==> config.mk <==
export PLATFORM = sky130hd
export DESIGN_NAME = cobs_axis_decoder
export DESIGN_NICKNAME = d
export VERILOG_FILES = /design/src/rtl/cobs_pkg.sv /design/src/rtl/cobs_byte_packer.sv /design/src/rtl/cobs_axis_decoder.sv
export SDC_FILE = /design/constraint.sdc
export NUM_CORES = 1
export LEC_CHECK = 0
export ABC_CLOCK_PERIOD_IN_PS = 3200
export CORE_ASPECT_RATIO = 1.1
export CORE_MARGIN = 2
export CORE_UTILIZATION = 50
export DETAILED_ROUTE_END_ITERATION = 7
export GPL_TIMING_DRIVEN = 0
export PLACE_DENSITY = 0.73
export SLEW_MARGIN = 30
export SYNTH_ARGS = -nofsm -noshare
export SYNTH_HDL_FRONTEND = slang
export SYNTH_SLANG_ARGS = --single-unit
==> constraint.sdc <==
create_clock -name clk -period 3.2 [get_ports clk]
set_input_delay 0.32 -clock clk [delete_from_list [all_inputs] [get_ports clk]]
set_output_delay 0.32 -clock clk [all_outputs]
set_load 0.03 [all_outputs]
==> src/rtl/cobs_pkg.sv <==
// rtl/cobs_pkg.sv - shared constants and FSM state type for the COBS decoder
package cobs_pkg;

  localparam logic [7:0] COBS_DELIMITER = 8'h00;
  localparam logic [7:0] COBS_MAX_CODE  = 8'hFF;

  typedef enum logic [1:0] {
    ST_CODE  = 2'd0,
    ST_DATA  = 2'd1,
    ST_ZERO  = 2'd2,
    ST_FLUSH = 2'd3
  } cobs_state_t;

endpackage

==> src/rtl/cobs_byte_packer.sv <==
// rtl/cobs_byte_packer.sv - packs decoded bytes little-endian into output words
// A full word is held in the accumulator until the next byte or the frame flush decides its tlast.
module cobs_byte_packer #(
  parameter int DATA_WIDTH = 16
) (
  input  logic                    clk,
  input  logic                    rst_n,
  input  logic                    push,
  input  logic [7:0]              push_data,
  input  logic                    flush,
  input  logic                    flush_error,
  output logic                    ready,
  output logic [DATA_WIDTH-1:0]   word_tdata,
  output logic [DATA_WIDTH/8-1:0] word_tkeep,
  output logic                    word_tlast,
  output logic                    word_tuser,
  output logic                    word_tvalid,
  input  logic                    word_tready
);

  localparam int LANES = DATA_WIDTH / 8;
  localparam int CW    = $clog2(LANES + 1);

  logic [DATA_WIDTH-1:0] acc_q;
  logic [CW-1:0]         fill_q;
  logic [LANES-1:0]      fill_keep;
  logic                  acc_full;

  assign ready    = !word_tvalid || word_tready;
  assign acc_full = (fill_q == CW'(LANES));

  always_comb begin
    fill_keep = '0;
    for (int i = 0; i < LANES; i++) begin
      fill_keep[i] = (CW'(i) < fill_q);
    end
  end

  always_ff @(posedge clk or negedge rst_n) begin
    if (!rst_n) begin
      acc_q       <= '0;
      fill_q      <= '0;
      word_tdata  <= '0;
      word_tkeep  <= '0;
      word_tlast  <= 1'b0;
      word_tuser  <= 1'b0;
      word_tvalid <= 1'b0;
    end else begin
      if (word_tvalid && word_tready) begin
        word_tvalid <= 1'b0;
      end
      if (ready && push) begin
        if (acc_full) begin
          // The held word is now known not to be the last one of the frame.
          word_tdata  <= acc_q;
          word_tkeep  <= '1;
          word_tlast  <= 1'b0;
          word_tuser  <= 1'b0;
          word_tvalid <= 1'b1;
          acc_q       <= DATA_WIDTH'(push_data);
          fill_q      <= CW'(1);
        end else begin
          acc_q[8*int'(fill_q) +: 8] <= push_data;
          fill_q                     <= fill_q + CW'(1);
        end
      end else if (ready && flush && (fill_q != '0)) begin
        word_tdata  <= acc_q;
        word_tkeep  <= fill_keep;
        word_tlast  <= 1'b1;
        word_tuser  <= flush_error;
        word_tvalid <= 1'b1;
        acc_q       <= '0;
        fill_q      <= '0;
      end
    end
  end

endmodule

==> src/rtl/cobs_axis_decoder.sv <==
// rtl/cobs_axis_decoder.sv - COBS byte stream to framed word stream decoder
// Optional malformed-frame flag on tuser[0] is enabled by defining COBS_DECODER_ERROR_EN.
module cobs_axis_decoder
  import cobs_pkg::*;
#(
  parameter int S_DATA_WIDTH = 8,
  parameter int M_DATA_WIDTH = 16
) (
  input  logic                      clk,
  input  logic                      rst_n,
  input  logic [S_DATA_WIDTH-1:0]   encoded_data_tdata,
  input  logic                      encoded_data_tvalid,
  output logic                      encoded_data_tready,
  output logic [M_DATA_WIDTH-1:0]   decoded_data_tdata,
  output logic [M_DATA_WIDTH/8-1:0] decoded_data_tkeep,
  output logic                      decoded_data_tlast,
  output logic [0:0]                decoded_data_tuser,
  output logic                      decoded_data_tvalid,
  input  logic                      decoded_data_tready
);

  cobs_state_t state_q, state_d;
  logic [7:0]  code_q, code_d;
  logic [7:0]  count_q, count_d;
  logic        zp_q, zp_d;

  logic [7:0]  in_byte;
  logic        in_ready;
  logic        pk_ready;
  logic        pk_push;
  logic [7:0]  pk_byte;
  logic        pk_flush;
  logic        pk_flush_err;

  assign in_byte = encoded_data_tdata[7:0];

  // Input is held off during reset so no byte is taken before the FSM is live.
  assign encoded_data_tready = rst_n && in_ready;

`ifdef COBS_DECODER_ERROR_EN
  assign pk_flush_err = (state_q == ST_DATA);
`else
  assign pk_flush_err = 1'b0;
`endif

  always_ff @(posedge clk or negedge rst_n) begin
    if (!rst_n) begin
      state_q <= ST_CODE;
      code_q  <= '0;
      count_q <= '0;
      zp_q    <= 1'b0;
    end else begin
      state_q <= state_d;
      code_q  <= code_d;
      count_q <= count_d;
      zp_q    <= zp_d;
    end
  end

  always_comb begin
    state_d  = state_q;
    code_d   = code_q;
    count_d  = count_q;
    zp_d     = zp_q;
    in_ready = 1'b0;
    pk_push  = 1'b0;
    pk_byte  = '0;
    pk_flush = 1'b0;
    case (state_q)
      ST_CODE: begin
        in_ready = pk_ready;
        if (encoded_data_tvalid && pk_ready) begin
          if (in_byte == COBS_DELIMITER) begin
            pk_flush = 1'b1;
            zp_d     = 1'b0;
            state_d  = ST_FLUSH;
          end else begin
            code_d  = in_byte;
            count_d = in_byte - 8'd1;
            if (zp_q) begin
              state_d = ST_ZERO;
            end else if (in_byte == 8'd1) begin
              zp_d    = 1'b1;
              state_d = ST_CODE;
            end else begin
              state_d = ST_DATA;
            end
          end
        end
      end
      ST_ZERO: begin
        // The previous block's implicit zero is only known once a nonzero code follows.
        if (pk_ready) begin
          pk_push = 1'b1;
          pk_byte = 8'h00;
          if (code_q == 8'd1) begin
            zp_d    = 1'b1;
            state_d = ST_CODE;
          end else begin
            zp_d    = 1'b0;
            state_d = ST_DATA;
          end
        end
      end
      ST_DATA: begin
        in_ready = pk_ready;
        if (encoded_data_tvalid && pk_ready) begin
          if (in_byte == COBS_DELIMITER) begin
            pk_flush = 1'b1;
            zp_d     = 1'b0;
            state_d  = ST_FLUSH;
          end else begin
            pk_push = 1'b1;
            pk_byte = in_byte;
            count_d = count_q - 8'd1;
            if (count_q == 8'd1) begin
              zp_d    = (code_q != COBS_MAX_CODE);
              state_d = ST_CODE;
            end
          end
        end
      end
      ST_FLUSH: begin
        state_d = ST_CODE;
      end
      default: begin
        state_d = ST_CODE;
      end
    endcase
  end

  cobs_byte_packer #(
    .DATA_WIDTH (M_DATA_WIDTH)
  ) u_packer (
    .clk         (clk),
    .rst_n       (rst_n),
    .push        (pk_push),
    .push_data   (pk_byte),
    .flush       (pk_flush),
    .flush_error (pk_flush_err),
    .ready       (pk_ready),
    .word_tdata  (decoded_data_tdata),
    .word_tkeep  (decoded_data_tkeep),
    .word_tlast  (decoded_data_tlast),
    .word_tuser  (decoded_data_tuser[0]),
    .word_tvalid (decoded_data_tvalid),
    .word_tready (decoded_data_tready)
  );

endmodule

After elaboration in Yosys (flattened, before gate mapping)
Cells that the tools add are included.

Add/subtract/negate cells: 4. Order comparisons: 2. Equality and inequality tests: 15. Shifts and indexed selects: 2. Mux-type cells: 58. Bitwise gates (word level): 1. Reductions and logical operators: 20.

Operators with widths (number): $mux W16 (6); $mux W8 (7); $neg A5 Y33 (1); $shift A8 B33 Y16 const A (1); $shiftx A8 B33 Y16 (1); $mux W1 (27); $mux W2 (13); $eq A8 B1 Y1 const B (3); $bwmux W16 (1); $pmux W8 S2 (1); $sub A8 B1 Y8 const B (2); $ne A2 B2 Y1 const B (5); $reduce_and A5 Y1 (2); $logic_not A8 Y1 (1); $ne A8 B8 Y1 const B (1); $pmux W2 S4 (1); $eq A2 B2 Y1 const B (3); $logic_and A1 B1 Y1 (6); $reduce_bool A2 Y1 (3); $lt A1 B2 Y1 const A (2); $reduce_and A4 Y1 (1); $ne A3 B3 Y1 const B (1); $pmux W1 S3 (1); $reduce_and A3 Y1 (1); 11 further kinds (11).

Bits in registers: 58. Input port bits: 12. Output and inout port bits: 22. Logic and storage cells: 113.

Logic depth before layout (Yosys ltp)
Gate-level depths: netlist of the first run.

Word-level depth: 9. Depth in mapped cells: 9. Depth with buffers taken out: 7.

By module
Synthesis of the first run repeated with hierarchy kept, for this count alone.

Cell total of the unflattened synthesis: 269. Area, all modules: 3195.6 sq um.

Modules (own cells, without submodules): cobs_byte_packer (instances 1, cells an instance 113, area an instance 1709.1 sq um, seq. area each 975.9 sq um); cobs_axis_decoder (instances 1, cells an instance 156, area an instance 1486.4 sq um, seq. area each 475.5 sq um).

Worst setup path after synthesis of the first run
OpenSTA, ideal clock, no wires.

Kind: input to register. From: input encoded_data_tdata[3]. To: register u_packer.word_tdata[10]. Library setup time: 125 ps. Arrival time: 2303 ps. Data required time: 3075 ps. Path slack: 772 ps. Stages: 7. Path buffers: 2. Cell sequence: clkbuf_1 -> or4_4 -> nor3_2 -> o21ai_1 -> a21oi_4 -> buf_6 -> mux2_4.

Longest elaborated chain between the ends: 8. Elaborated cells between the ends (all ways): 14. Those cells by class: eq/ne: 1; mux: 7; reduce/logical: 6.

RTL lines: from (decl) (RTL line cobs_axis_decoder.sv:11) `input logic [S_DATA_WIDTH-1:0] encoded_data_tdata,`; $logic_not A8 Y1 * (RTL line cobs_axis_decoder.sv:73, cobs_axis_decoder.sv:108); branches (longest 7 deep; another with $pmux W1 S2); to (signal assigned) (RTL line cobs_byte_packer.sv:55) `word_tdata <= acc_q;`; to (signal assigned) (RTL line cobs_byte_packer.sv:67) `word_tdata <= acc_q;`; to (decl) (RTL line cobs_byte_packer.sv:13) `output logic [DATA_WIDTH-1:0] word_tdata,`.

Mark *: on every way between the ends. A chain may end at the register's enable or synchronous reset.

Worst setup path after layout of the first run
From: input encoded_data_tdata[5]. To: register u_packer.word_tdata[12].

The elaborated chain is that of the path after synthesis.

==> results.md, run 1 <==
* Tot Pwr at 3.12 mW
* DRT Pass-1 Iters at 4
* Die width at 76.2 µm
* Final wirelength at 6070 µm
* CTS clk-pin slew, worst paths at 0.07 ns
* Synth cell types at 48
* PD cells at 889 nW/µm²
* Crit-path max cell delay at 0.62 ns
* Maximum fanout along the worst path at 10
* Arr. time, crit path at between 3 and 4 ns
* Cts bufs inserted at 9
* Max Slew Vio Count at 0
* Insertion delay to the later sink of the worst-skew pair at about 0.34 ns
* FF+latch count, synth at 57
* Post-route cell area at 3510 µm²
* RSZ-0062 raised after global routing: no
* Post-synth top flop: dfrtp_1
* Initial Util at 52.4%
* Cell family with most CP delay: simple AND/OR/NAND/NOR gates
* Clock root buffer: clkbuf_8
* Worst IR Drop VDD at 0.389 mV
* Synth Area per Inst at ~12 µm²
* Layout cells sized above 1 at 19.9%
* Port Buffers at 29
* Final Hold Fails at 0
* Worst Setup Path Type: input port to register
* Final setup fails at 0
* Crit-path cells: clkdlybuf4s50_1 -> or4_4 -> nor3_4 -> o21ai_1 -> a21oi_4 -> buf_6 -> mux2_4
* Die Ht at 83.4 µm
* H-tree depth at 3
* Initial DRC Count at 141
* DR WL/cell at 16.4 µm
* Run status: complete, no violations
* Worst Path Buf+Inv at 2
* Ant diodes at 0
* Remaining antenna violation count at 0
* Max Clock Freq at 343 MHz
* Total number of vias at 2082
* First-pass GRT wire length at 10400 µm
* I/O pin cnt at 34
* Syn. warnings at 0
* Worst Clk Skew at about 0.0037 ns
* Die area at 6350 µm²
* Relative slew margins at 56.8%
* Area of the core at roughly 5500 µm²
* Row count at 28
* CP max-delay cell: or4_4
* Syn Inst Count at 249
* Most frequent cells in the layout: dfrtp_1, clkdlybuf4s50_1, nand2_1
* Detail Placement HPWL at around 4300 µm
* CTS Buffer Depth at 2
* Post-CTS Setup Bufs at 0
* Total track usage at 21.5%
* Final #Nets at 315
* P_leak at around 1.6 nW
* Pin count of the biggest net entering global routing at 35
* Min cycle time layout at 2.92 ns
* Cell Area, Synth at 2870 µm²
* Worst min path class: input port to register
* Global placement routability congestion at 0.888
* CTS tree: yes
* Antenna violations before repair at 0
* Syn_nets at 273
* Sequential element share of the synthesized area at 49.8%
* Leading cell type in the layout, fill and taps excluded: dfrtp_1
* CP endpoint kind: register
* Vias in the first global route at between 2000 and 2500
* Via-per-instance ratio at 5.61
* Gr ovfl total at 0
* Number of flops mapped to enable cells by yosys at 0
* CP startpoint kind: input port
* CTS Sinks at 57
* Layout area overhead at 22.4%
* Slew @ Worst Pin at 0.648 ns
* Placed inst area at 3270 µm²
* Residual DRC at 0
* Max Cap Viol at 0
* Async SR Flop Fraction at 100%
* Period utilisation layout at a little over 90%
* Critical path data required time at 3.43 ns
## final cells by class
cell class / instances / area, µm²
Buffer: 10 / 57.6
Multi-Input combinational cell: 173 / 1360
Inverter: 9 / 33.8
Clock buffer: 9 / 124
Timing Repair Buffer: 31 / 318
Tap cell: 75 / 93.8
Clock inverter: 7 / 95.1
Fill cell: 449 / 1960
Sequential cell: 57 / 1430
## cells in the mapped netlist (all sizes together) (2+ instances only)
cell,count,area (µm²)
nor3,5,30.0
o21ai,6,30.0
a21oi,11,66.3
mux2,26,323
a32o,4,40.0
xnor2,2,17.5
dfrtp,57,1430
or3,3,23.8
nor4,5,31.3
nand2,19,71.3
nor2,13,48.8
a22o,16,140
xor2,4,35.0
clkbuf,6,22.5
inv,9,33.8
nand3,5,25.0
or2,3,18.8
nand2b,6,37.5
or4,2,18.8
ha,12,150
a21o,2,15.0
or3b,2,17.5
nor4b,2,32.5
buf,4,35.0
o211ai,2,15.0
nand4,3,18.8
a31oi,3,18.8
o22ai,5,31.3
o21a,2,15.0
## through the flow
| stage | worst slack, ns | util [%] | hold slack, ns | TNS [ns] | std cells |
|---|---|---|---|---|---|
| after global placement | -0.867 | 59.5 | 0.450 | -2.96 | 353 |
| after detailed placement | -0.197 | 59.8 | 0.247 | -2.00 | 354 |
| final | 0.283 | 64.2 | 0.263 | 0 | 371 |
| after floorplan | 0.772 | - | 0.0244 | 0 | 249 |
| after CTS | 0.160 | 64.0 | 0.242 | 0 | 371 |
| after global routing | 0.155 | 64.2 | 0.248 | 0 | 371 |
## routing by layer
| layer | global-route usage, % | vias to the layer above | share of wire (%) |
|---|---|---|---|
| met3 | 4.89 | 12 | 3.7 |
| met5 | 0 | - | 0 |
| met1 | 27.5 | 1022 | 46 |
| met2 | 33.4 | 48 | 47 |
| met4 | 12.6 | 0 | 2.7 |
| li1 | - | 1000 | - |
## state kept, by name (all words and copies together) (netlist names)
name,flops
u_packer.fill_q,2
state_q,2
count_q,8
u_packer.acc_q,16
code_q,8
zp_q,1
u_packer.word_tdata,16
u_packer.word_tvalid,1
u_packer.word_tlast,1
u_packer.word_tkeep,2
## kinds of logic after synthesis
logic type,synth area share [%]
and+or+nand+nor,13.5
AOI/OAI and AO/OA,14.7
DFF,49.8
muxes,11.6
buffers and inverters,3.19
adders and majority gates,5.24
xor gates and xnor gates,1.83
other,0.131
## what timing repair did
| action | CTS | global route |
|---|---|---|
| setup endpoints to repair | 0 | 8 |
| resized for setup | 0 | 1 |
| endpoints found under the hold margin | 23 | 0 |
| hold buffers | 1 | 0 |
## report_power, final
part	leakage, nW	internal (mW)	total (mW)	switching (mW)
Combinational	0.746	0.573	1.23	0.662
Sequential	0.740	0.969	1.15	0.180
Clock	0.109	0.437	0.736	0.298
## worst paths after layout
path,to,slack (ns),from,cells after the start
hold / removal,u_packer.acc_q[4]$_DFFE_PN0P_,0.26,encoded_data_tdata[4],2
setup / recovery,u_packer.word_tdata[12]$_DFFE_PN0P_,0.28,encoded_data_tdata[5],7
setup reg to reg,u_packer.word_tdata[12]$_DFFE_PN0P_,0.60,state_q[1]$_DFFE_PN0P_,9
min in group asynchronous,u_packer.acc_q[6]$_DFFE_PN0P_,0.42,rst_n,2
hold reg to reg,u_packer.word_tkeep[0]$_DFFE_PN0P_,0.47,u_packer.word_tkeep[0]$_DFFE_PN0P_,1
max in group asynchronous,code_q[7]$_DFFE_PN0P_,2.29,rst_n,3
(Power assumes the default switching activity.)
==> run 2, diff against run 1 <==
--- a/config.mk
+++ b/config.mk
@@ -6,5 +6,5 @@
 export NUM_CORES = 1
 export LEC_CHECK = 0
-export ABC_CLOCK_PERIOD_IN_PS = 3200
+export ABC_CLOCK_PERIOD_IN_PS = 2300
 export CORE_ASPECT_RATIO = 1.1
 export CORE_MARGIN = 2
@@ -12,5 +12,5 @@
 export DETAILED_ROUTE_END_ITERATION = 7
 export GPL_TIMING_DRIVEN = 0
-export PLACE_DENSITY = 0.73
+export PLACE_DENSITY = 0.75
 export SLEW_MARGIN = 30
 export SYNTH_ARGS = -nofsm -noshare
==> constraint.sdc (replaced) <==
create_clock -name clk -period 2.3 [get_ports clk]
set_input_delay 0.23 -clock clk [delete_from_list [all_inputs] [get_ports clk]]
set_output_delay 0.23 -clock clk [all_outputs]
set_load 0.01 [all_outputs]
==> run 2 against run 1 <==
Against the previous run:
- wire length up 2.4%
- clock skew increased by 0.0095 ns
- register-to-register slack got worse by 0.54 ns
- non-clock buffer count up 8
- cell area is 3.0% higher
- via count is 3.8% higher
- critical endpoint is now u_packer.word_tdata[8]$_DFFE_PN0P_
==> results.md, run 2 (synthesis gave the netlist of run 1 again) <==
* Post-route cell area at 3610 µm² (+3.0%)
* Cts bufs inserted at 9 (unchanged)
* Residual DRC at 0 (unchanged)
* Max Slew Vio Count at 0 (unchanged)
* Max Cap Viol at 0 (unchanged)
* Placed inst area at 3280 µm² (+0.54%)
* Maximum fanout along the worst path at 10 (unchanged)
* Biggest regs: u_packer.acc_q x16, u_packer.word_tdata x16
* Final wirelength at 6220 µm (+2.4%)
* CTS tree: yes
* Post-Place Worst Slack at -0.819 ns (-0.622 ns)
* Slew @ Worst Pin at 0.681 ns (+0.0327 ns)
* Gr ovfl total at 0 (unchanged)
* Multi-input logic area at 1420 µm² (+4.3%)
* Setup TNS at 0 ns (unchanged)
* CTS Sinks at 57 (unchanged)
* Ant diodes at 0 (unchanged)
* Vias in the first global route at 2077 (+0.68%)
* Final Non-Filler Cells at 379 (+2.2%)
* Max Clock Freq at approximately 430 MHz
* Worst Setup Path Type: input port to register
* Clock power frac at 22.0% (-1.6 points)
* Die Ht at 83.4 µm (unchanged)
* Reg power frac at 37.9% (+1.0 points)
* Relative slew margins at 54.4% (-2.3 points)
* First-pass GRT wire length at 10300 µm (-0.86%)
* DR WL/cell at 16.4 µm (+0.24%)
* PD cells at 1180 nW/µm² (+33%)
* CP startpoint kind: input port
* DRT Pass-1 Iters at 4 (unchanged)
* Setup ws final at 0.000833 ns (-0.283 ns)
* P_int at 2.75 mW (+39%)
* Via-per-instance ratio at 5.70 (+1.6%)
* Layout area overhead at 26.1%
* Clock root buffer: clkbuf_8
* Die width at 76.2 µm (unchanged)
* Final Util at 66.1% (+1.9 points)
* Final #Nets at 323 (+2.5%)
* Port Buffers at 29 (unchanged)
* Sw Ratio at 35.5% (-1.1 points)
* Min cycle time layout at 2.30 ns
* Layout cells sized above 1 at 24.7% (+4.7 points)
* Tot Pwr at 4.26 mW (+37%)
* I/O pin cnt at 34 (unchanged)
* CP endpoint kind: register
* Total track usage at 20.7% (-0.75 points)
* Arr. time, crit path at 2.52 ns (-0.63 ns)
* H-tree depth at 3 (unchanged)
* Remaining antenna violation count at 0 (unchanged)
* Sequential Area at 1430 µm² (unchanged)
* Worst min path class: input port to register
* Detail Placement HPWL at 4190 µm (-3.3%)
* Run status: complete, no violations
* # fillers at 430 (-4.2%)
* Combinational share of power at 40.2% (+0.6 points)
* Initial DRC Count at 100 (-29%)
* Pin count of the biggest net entering global routing at 44 (+26%)
* Final setup fails at 0 (unchanged)
* RSZ-0062 raised after global routing: yes
* Period utilisation layout at 100%
* Critical path data required time at 2.52 ns (-0.91 ns)
* Worst Clk Skew at 0.0132 ns (+0.00946 ns)
* Area of the core at 5470 µm² (unchanged)
* Most frequent cells in the layout: dfrtp_1, clkdlybuf4s50_1, nand2_1
* Final Hold Fails at 0 (unchanged)
* CTS clk-pin slew, worst paths at 0.07 ns (about the same)
* Row count at 28 (unchanged)
* Net Sw Power at 1.51 mW (+33%)
* Leading cell type in the layout, fill and taps excluded: dfrtp_1
* P_leak at 1.66 nW (+4.0%)
* Worst IR Drop VDD at 0.657 mV (+69%)
* Min Hold Slack at 0.136 ns (-0.127 ns)
* Insertion delay to the later sink of the worst-skew pair at 0.34 ns (about the same)
* Antenna violations before repair at 0 (unchanged)
* Total number of vias at 2161 (+3.8%)
* Dpl cells at 354 (unchanged)
* Initial Util at 52.4% (unchanged)
* Global placement routability congestion at 0.816 (-8.2%)
* Die area at 6350 µm² (unchanged)
* CTS Buffer Depth at 2 (unchanged)
[run 2: cell types whose count changed in the layout (fill, tap and decap cells not counted), sizes merged]
cell           change
buf                +9
clkbuf             +1
clkinvlp           +1
dlymetal6s2s       +1
clkdlybuf4s50      -5
bufinv             -1
clkinv             -2
dlygate4sd2        +3
dlygate4sd3        +1
[run 2: final timing paths]
kind / endpoint / depth (start not counted) / startpoint / slack (ns)
hold reg to reg: u_packer.word_tlast$_DFFE_PN0P_ / 1 / u_packer.word_tlast$_DFFE_PN0P_ / 0.48
setup reg to reg: u_packer.word_tdata[8]$_DFFE_PN0P_ / 8 / state_q[1]$_DFFE_PN0P_ / 0.06
max in group asynchronous: u_packer.fill_q[0]$_DFFE_PN0P_ / 3 / rst_n / 0.82
hold / removal: u_packer.acc_q[12]$_DFFE_PN0P_ / 2 / encoded_data_tdata[4] / 0.14
setup / recovery: u_packer.word_tdata[8]$_DFFE_PN0P_ / 7 / encoded_data_tdata[6] / 0.0008
min in group asynchronous: u_packer.word_tdata[6]$_DFFE_PN0P_ / 3 / rst_n / 0.38
[run 2: area by class of cell]
class                      instances  area share [%]
buffer                             9            1.73
clock buffer                      11            3.91
clock inverter                     5            1.52
inverter                           9           0.935
multi-input combinational        173            39.3
sequential                        57            39.5
tap                               75            2.60
timing repair buffer              40            10.6
[run 2: timing repair]
item	4_1_cts	5_1_grt
endpoints found under the hold margin	15	0
pin swaps	3	3
hold buffers	2	0
buffers inserted	4	4
endpoints found under the setup margin	41	30
resized for setup	11	9
[run 2: critical path, stage by stage]
cell and delay, ns:
dlygate4sd2_1 0.33, or4_4 0.59, or3_4 0.41, nor4b_4 0.40
a21oi_4 0.09, buf_6 0.18, mux2_4 0.30
[run 2: power by group through the flow]
stage	combinational, mW	clock, mW	sequential, mW
after global placement	1.52	0	1.60
after CTS	1.61	0.943	1.61
final	1.71	0.935	1.61
after detailed placement	1.57	0	1.62
after global routing	1.89	1.00	1.67
after floorplan	1.09	0	1.60
[run 2: layer usage]
metal	vias up	wire [µm]	share of wire, %	GRT usage (%)
met5	-	0	0	0
met4	0	107	1.7	7.44
met3	11	354	5.7	6.20
met2	70	2940	47	32.1
met1	1062	2820	45	27.8
li1	1018	-	-	-
